==> src/rtl/key_unlock_ctrl_if.sv <==
// Operand/result handshake bus between a requester and key_unlock_ctrl.
// master = requester side, slave = key_unlock_ctrl side.
interface key_unlock_ctrl_if;
   logic [3:0] A_in;
   logic [3:0] B_in;
   logic       op_valid;
   logic       op_ready;
   logic       res_ready;
   logic [4:0] SUM_out;
   logic       sum_valid;

   modport master (
      output A_in, B_in, op_valid, res_ready,
      input  op_ready, SUM_out, sum_valid
   );

   modport slave (
      input  A_in, B_in, op_valid, res_ready,
      output op_ready, SUM_out, sum_valid
   );
endinterface

==> src/rtl/key_unlock_ctrl.sv <==
// Key-unlock controller for a locked adder: serial key load, one-cycle golden check, lockout.
// Optional macro KEY_LOAD_TIMEOUT_EN aborts a stalled LOAD after TIMEOUT idle cycles.
module key_unlock_ctrl #(
   parameter int         MAX_FAIL = 3,
   parameter logic [3:0] TEST_A   = 4'h3,
   parameter logic [3:0] TEST_B   = 4'h5,
   parameter logic [4:0] TEST_SUM = 5'h08,
   parameter int         TIMEOUT  = 16
) (
   input  logic             clk,
   input  logic             rst,
   input  logic             key_bit,
   input  logic             key_valid,
   input  logic             relock,
   key_unlock_ctrl_if.slave op_bus,
   output logic [3:0]       key_out,
   output logic [3:0]       A_out,
   output logic [3:0]       B_out,
   input  logic [4:0]       SUM_in,
   output logic             unlocked,
   output logic             lockout,
   output logic [2:0]       fail_cnt
);

   typedef enum logic [2:0] {
      ST_IDLE,
      ST_LOAD,
      ST_CHECK,
      ST_UNLOCKED,
      ST_LOCKOUT
   } state_t;

   state_t     state_reg, state_next;
   logic [3:0] key_reg, key_next;
   logic [2:0] bit_cnt_reg, bit_cnt_next;
   logic [2:0] fail_cnt_reg, fail_cnt_next;
   logic [4:0] sum_reg, sum_next;
   logic       sum_valid_reg, sum_valid_next;

   logic [3:0] key_shift;
   logic [2:0] fail_cnt_inc;
   logic       check_pass;
   logic       timeout_hit;
   logic       fail_event;
   logic       op_ready_int;
   logic       accept;

   if (MAX_FAIL < 1 || MAX_FAIL > 7 || TIMEOUT < 1) begin : g_bad_cfg
      $error("key_unlock_ctrl: MAX_FAIL must be 1..7 and TIMEOUT at least 1");
   end

   // MSB-first shift: new bit enters at bit 0, older bits move up.
   genvar gi;
   assign key_shift[0] = key_bit;
   for (gi = 1; gi < 4; gi++) begin : g_key_shift
      assign key_shift[gi] = key_reg[gi-1];
   end

   assign check_pass   = (SUM_in == TEST_SUM);
   assign fail_cnt_inc = fail_cnt_reg + 3'd1;
   assign fail_event   = ((state_reg == ST_CHECK) && !check_pass) || timeout_hit;

   // relock masks op_ready so a simultaneous operand is never accepted.
   assign op_ready_int = (state_reg == ST_UNLOCKED)
                         && (!sum_valid_reg || op_bus.res_ready) && !relock;
   assign accept       = op_bus.op_valid && op_ready_int;

`ifdef KEY_LOAD_TIMEOUT_EN
   localparam int TW = $clog2(TIMEOUT + 1);
   logic [TW-1:0] idle_cnt_reg, idle_cnt_next;

   always_comb begin
      idle_cnt_next = '0;
      timeout_hit   = 1'b0;
      if ((state_reg == ST_LOAD) && !key_valid) begin
         if (idle_cnt_reg == TW'(TIMEOUT - 1))
            timeout_hit = 1'b1;
         else
            idle_cnt_next = idle_cnt_reg + 1'b1;
      end
   end

   always_ff @(posedge clk) begin
      if (rst)
         idle_cnt_reg <= '0;
      else
         idle_cnt_reg <= idle_cnt_next;
   end
`else
   assign timeout_hit = 1'b0;
`endif

   always_ff @(posedge clk) begin
      if (rst)
         state_reg <= ST_IDLE;
      else
         state_reg <= state_next;
   end

   always_comb begin
      state_next = state_reg;
      case (state_reg)
         ST_IDLE:     if (key_valid) state_next = ST_LOAD;
         ST_LOAD:     if (key_valid && (bit_cnt_reg == 3'd3)) state_next = ST_CHECK;
         ST_CHECK:    state_next = check_pass ? ST_UNLOCKED : ST_IDLE;
         ST_UNLOCKED: if (relock) state_next = ST_IDLE;
         ST_LOCKOUT:  state_next = ST_LOCKOUT;
         default:     state_next = ST_IDLE;
      endcase
      // Failed check and LOAD timeout share one lockout rule.
      if (fail_event)
         state_next = (fail_cnt_inc == 3'(MAX_FAIL)) ? ST_LOCKOUT : ST_IDLE;
   end

   always_comb begin
      key_next       = key_reg;
      bit_cnt_next   = bit_cnt_reg;
      fail_cnt_next  = fail_cnt_reg;
      sum_next       = sum_reg;
      sum_valid_next = sum_valid_reg;
      case (state_reg)
         ST_IDLE: begin
            if (key_valid) begin
               key_next     = {3'b000, key_bit};
               bit_cnt_next = 3'd1;
            end
         end
         ST_LOAD: begin
            if (key_valid) begin
               key_next     = key_shift;
               bit_cnt_next = bit_cnt_reg + 3'd1;
            end
         end
         ST_CHECK: begin
            bit_cnt_next = '0;
            if (check_pass)
               fail_cnt_next = '0;
         end
         ST_UNLOCKED: begin
            if (relock) begin
               key_next       = '0;
               sum_valid_next = 1'b0;
            end else if (accept) begin
               sum_next       = SUM_in;
               sum_valid_next = 1'b1;
            end else if (op_bus.res_ready) begin
               sum_valid_next = 1'b0;
            end
         end
         default: ;
      endcase
      if (fail_event) begin
         fail_cnt_next = fail_cnt_inc;
         key_next      = '0;
         bit_cnt_next  = '0;
      end
   end

   always_ff @(posedge clk) begin
      if (rst) begin
         key_reg       <= '0;
         bit_cnt_reg   <= '0;
         fail_cnt_reg  <= '0;
         sum_reg       <= '0;
         sum_valid_reg <= 1'b0;
      end else begin
         key_reg       <= key_next;
         bit_cnt_reg   <= bit_cnt_next;
         fail_cnt_reg  <= fail_cnt_next;
         sum_reg       <= sum_next;
         sum_valid_reg <= sum_valid_next;
      end
   end

   always_comb begin
      key_out = '0;
      A_out   = '0;
      B_out   = '0;
      case (state_reg)
         ST_CHECK: begin
            key_out = key_reg;
            A_out   = TEST_A;
            B_out   = TEST_B;
         end
         ST_UNLOCKED: begin
            key_out = key_reg;
            if (accept) begin
               A_out = op_bus.A_in;
               B_out = op_bus.B_in;
            end
         end
         default: ;
      endcase
   end

   assign op_bus.op_ready  = op_ready_int;
   assign op_bus.SUM_out   = sum_reg;
   assign op_bus.sum_valid = sum_valid_reg;
   assign unlocked         = (state_reg == ST_UNLOCKED);
   assign lockout          = (state_reg == ST_LOCKOUT);
   assign fail_cnt         = fail_cnt_reg;

endmodule
==> src/flat_wrapper.sv <==
// flat-port wrapper written by rule: the top's interface ports become plain ports
module key_unlock_ctrl_flat 
#(
   parameter int         MAX_FAIL = 3,
   parameter logic [3:0] TEST_A   = 4'h3,
   parameter logic [3:0] TEST_B   = 4'h5,
   parameter logic [4:0] TEST_SUM = 5'h08,
   parameter int         TIMEOUT  = 16
)
  (clk, rst, key_bit, key_valid, relock, key_out, A_out, B_out, SUM_in, unlocked, lockout, fail_cnt, op_bus_A_in, op_bus_B_in, op_bus_op_valid, op_bus_res_ready, op_bus_op_ready, op_bus_SUM_out, op_bus_sum_valid);
  key_unlock_ctrl_if op_bus_i ();
  input  logic clk;
  input  logic rst;
  input  logic key_bit;
  input  logic key_valid;
  input  logic relock;
  output logic [3:0] key_out;
  output logic [3:0] A_out;
  output logic [3:0] B_out;
  input  logic [4:0] SUM_in;
  output logic unlocked;
  output logic lockout;
  output logic [2:0] fail_cnt;
  input wire logic [$bits(op_bus_i.A_in)-1:0] op_bus_A_in;
  input wire logic [$bits(op_bus_i.B_in)-1:0] op_bus_B_in;
  input wire logic [$bits(op_bus_i.op_valid)-1:0] op_bus_op_valid;
  input wire logic [$bits(op_bus_i.res_ready)-1:0] op_bus_res_ready;
  output wire logic [$bits(op_bus_i.op_ready)-1:0] op_bus_op_ready;
  output wire logic [$bits(op_bus_i.SUM_out)-1:0] op_bus_SUM_out;
  output wire logic [$bits(op_bus_i.sum_valid)-1:0] op_bus_sum_valid;
  assign op_bus_i.A_in = op_bus_A_in;
  assign op_bus_i.B_in = op_bus_B_in;
  assign op_bus_i.op_valid = op_bus_op_valid;
  assign op_bus_i.res_ready = op_bus_res_ready;
  assign op_bus_op_ready = op_bus_i.op_ready;
  assign op_bus_SUM_out = op_bus_i.SUM_out;
  assign op_bus_sum_valid = op_bus_i.sum_valid;
  key_unlock_ctrl #(.MAX_FAIL(MAX_FAIL), .TEST_A(TEST_A), .TEST_B(TEST_B), .TEST_SUM(TEST_SUM), .TIMEOUT(TIMEOUT)) u_core (.clk(clk), .rst(rst), .key_bit(key_bit), .key_valid(key_valid), .relock(relock), .op_bus(op_bus_i), .key_out(key_out), .A_out(A_out), .B_out(B_out), .SUM_in(SUM_in), .unlocked(unlocked), .lockout(lockout), .fail_cnt(fail_cnt));
endmodule
==> config.mk <==
export PLATFORM = sky130hd
export DESIGN_NAME = key_unlock_ctrl_flat
export DESIGN_NICKNAME = d
export VERILOG_FILES = /design/src/rtl/key_unlock_ctrl_if.sv /design/src/rtl/key_unlock_ctrl.sv /design/src/flat_wrapper.sv
export SDC_FILE = /design/constraint.sdc
export NUM_CORES = 1
export LEC_CHECK = 0
export CELL_PAD_IN_SITES_DETAIL_PLACEMENT = 1
export CELL_PAD_IN_SITES_GLOBAL_PLACEMENT = 2
export CORE_ASPECT_RATIO = 0.9
export CORE_MARGIN = 5
export CORE_UTILIZATION = 25
export DETAILED_ROUTE_END_ITERATION = 8
export GPL_TIMING_DRIVEN = 0
export HOLD_SLACK_MARGIN = 0.03
export PLACE_DENSITY = 0.88
export SLEW_MARGIN = 20
export SYNTH_ARGS = -nofsm -noshare
export SYNTH_HDL_FRONTEND = slang
export SYNTH_SLANG_ARGS = --single-unit
==> constraint.sdc <==
create_clock -name clk -period 1.6 [get_ports clk]
set_input_delay 0.24 -clock clk [delete_from_list [all_inputs] [get_ports clk]]
set_output_delay 0.24 -clock clk [all_outputs]
set_load 0.05 [all_outputs]
==> metrics.md <==
| Metric | Value |
|---|---|
| Status | finished with violations |
| Failing checks | negative setup slack |
| Max Slew Vio Count | 0 |
| Site Rows | 24 |
| Combinational power share | 14.8% |
| Max-cap viol count | 0 |
| Total clock sinks | 19 |
| Yosys top cell area share | 31.0% |
| Ant. Diodes | 0 |
| CTS tree | yes |
| Die W | 83.9 um |
| Vias per cell | 4.67 |
| Critical path endpoint category | primary output |
| CP Max Fanout | 7 |
| Initial antenna violation count | 0 |
| I/O pin count | 44 |
| Final setup fails | 10 |
| Clock root buffer | clkbuf_8 |
| Primary FF master, synth | dfxtp_1 |
| GRT Resource Usage Total | 11.7% |
| Clock Power Share | between 30% and 40% |
| Largest net degree at the start of global routing | 11 |
| Tot Pwr | 0.981 mW |
| Post-synth EDFFs | 0 |
| Multi-input gate area | 837 um^2 |
| Core footprint | 4800 um^2 |
| Routed len/inst | around 15 um |
| Synthesis Warnings | 0 |
| Synthesized instance count | 135 |
| Commonest cells after routing, fill and taps aside | clkdlybuf4s50_1 (17), dfxtp_1 (15), nand2b_1 (12), buf_4 (12), dlygate4sd2_1 (10) |
| Psw | 0.250 mW |
| Via count | 1205 |
| Grt total ovfl | 0 |
| Hold/Removal Path Class | input port to flop |
| CTS clk-pin slew, worst paths | 80 ps |
| TritonRoute pass-1 iters | 4 |
| Worst setup margin | -201 ps |
| # hold bufs at CTS | 0 |
| Die Footprint | approximately 6400 um^2 |
| Vias in the first global route | 1205 |
| DR iter-0 viols | 33 |
| Tmin final | roughly 1800 ps |
| VDD IR max | roughly 0.00023 V |
| Mapped Nets | ~160 |
| H-tree levels | 1 |
| DRC errors left | 0 |
| GPL Wtd Cong | 0.713 |
| Final layout net count | 218 |
| Req. time, crit path | about 1400 ps |
| Switching share of power | 25.5% |
| Top cells by area, synth | dfxtp_1 (31%), nand2b_1 (6.1%), and2_1 (4.6%) |
| Period utilisation layout | 113% |
| CTS max path bufs | 2 |
| P_int | 0.731 mW |
| Dominant cell type by area after synthesis | dfxtp_1 |
| RR Startpoint | u_core.state_reg[2] |
| PD cells | between 500 and 600 nW/um^2 |
| Post-synthesis cell area | 1230 um^2 |
| Hold path start | op_bus_res_ready |
| Crit path DAT | between 1500 and 2000 ps |
| Fin Clk Skew | 0.742 ps |
| Post-DRT Antenna Nets | 0 |
| Final WL | 3810 um |
| CTS buffer count | 3 |
| DIE HEIGHT | 76.5 um |
| Worst slew pin tran | 586 ps |
| Area Growth Syn to Fin | 59.6% |
| Leakage | 0.846 nW |
| Final HPWL DP | 2750 um |
| Ys async rst share | 0% |
| Final hold vios | 0 |
| Initial cell density of the core | 25.6% |
| Max reg flops | 5 |
| Achievable Freq | around 0.56 GHz |
| Share of cells above drive strength 1 | about 29% |
| Clock Latency Late Sink | 250 ps |
| CP startpoint | u_core.state_reg[2] |
| Number of fill cells | 554 |
| Flops & latches, synth | 19 |
| Most common cell after layout, fill and taps aside | clkdlybuf4s50_1 |
| Setup Crit Path Kind | flop to primary output |
| RSZ-0062 raised after global routing | true |
| Startpoint Class | flop |
| Register area | 388 um^2 |
| First-pass GRT wire length | 6180 um |
| Finished Core Util | 40.8% |
| Slew headroom | 61.0% |
| Netlist cell types | 43 |
| Average cell area after synthesis | 9.10 um^2 |
| Register share of total power | 49.7% |
| Seq/Total Area, Yosys | 31.0% |
| Buffers on Ports | 43 |
## worst max-delay path, stage by stage (launching register included)
cell	delay, ps
dfxtp_2	340
nand3b_1	230
nor4b_4	280
buf_6	160
and2_4	150
buf_8	140
## synth_stat cells, drive strengths merged, types with 3 or more instances
master	count
dfxtp	19
nand2b	12
and2	9
nand3	8
a211oi	6
a21o	6
a21oi	6
nor2b	6
inv	5
mux2i	5
nand4b	5
buf	4
ha	4
nand2	4
clkbuf	3
nor2	3
nor3	3
nor3b	3
o21ai	3
or3b	3
## routing by layer
layer  GRT usage, %  part of all wire, %
met5              0                    0
met4           1.93                 0.26
met3           3.46                  5.2
met2           19.5                   46
met1           15.0                   48
## worst paths after layout
path	cells past startpoint	endpoint	slack (ps)
min reg2reg	2	u_core.op_bus.SUM_out[1]	470
min	4	u_core.op_bus.sum_valid	390
max reg2reg	4	u_core.state_reg[0]	100
max	5	B_out[3]	-200
## final cells by class
cell class / instances / share of cell area [%]
Buffer: 7 / 2.55
Sequential cell: 19 / 19.8
Timing Repair Buffer: 54 / 27.6
Clock buffer: 4 / 2.30
Multi-Input combinational cell: 104 / 42.7
Inverter: 5 / 0.957
Tap cell: 65 / 4.15
## through the flow
stage | instance area, um^2 | hold WS (ps) | TNS [ps] | setup WS (ps) | instances
3_5_place_dp | 1760 | 468 | -14760 | -1100 | 243
4_1_cts | 1900 | 481 | -1680 | -212 | 255
2_1_floorplan | 1250 | 389 | -167 | -44.2 | 135
6_report | 1960 | 392 | -1580 | -201 | 258
3_3_place_gp | 1760 | 460 | -14510 | -1070 | 243
5_1_grt | 1960 | 459 | -2450 | -288 | 258
## kinds of logic after synthesis
family                     Yosys count  synth area share, %
AOI/OAI and AO/OA                   31                 19.1
muxes                                5                 4.07
DFF                                 19                 31.0
buffers and inverters               12                 4.48
and+or+nand+nor                     63                 36.6
xor gates and xnor gates             1                0.713
adders and majority gates            4                 4.07
## power by group through the flow
stage                     Combinational, mW  Sequential (mW)  Clock [mW]
after floorplan                      0.0563            0.507           0
after global placement                0.141            0.500           0
after detailed placement              0.143            0.501           0
after CTS                             0.143            0.489       0.357
after global routing                  0.156            0.490       0.381
final                                 0.146            0.488       0.347
## timing repair
| item | CTS | global route |
|---|---|---|
| pin swaps | 9 | 2 |
| resized for setup | 126 | 13 |
| endpoints found under the setup margin | 25 | 22 |
| setup buffers | 8 | 4 |
Note: power is estimated with default switching activity, not from simulation.
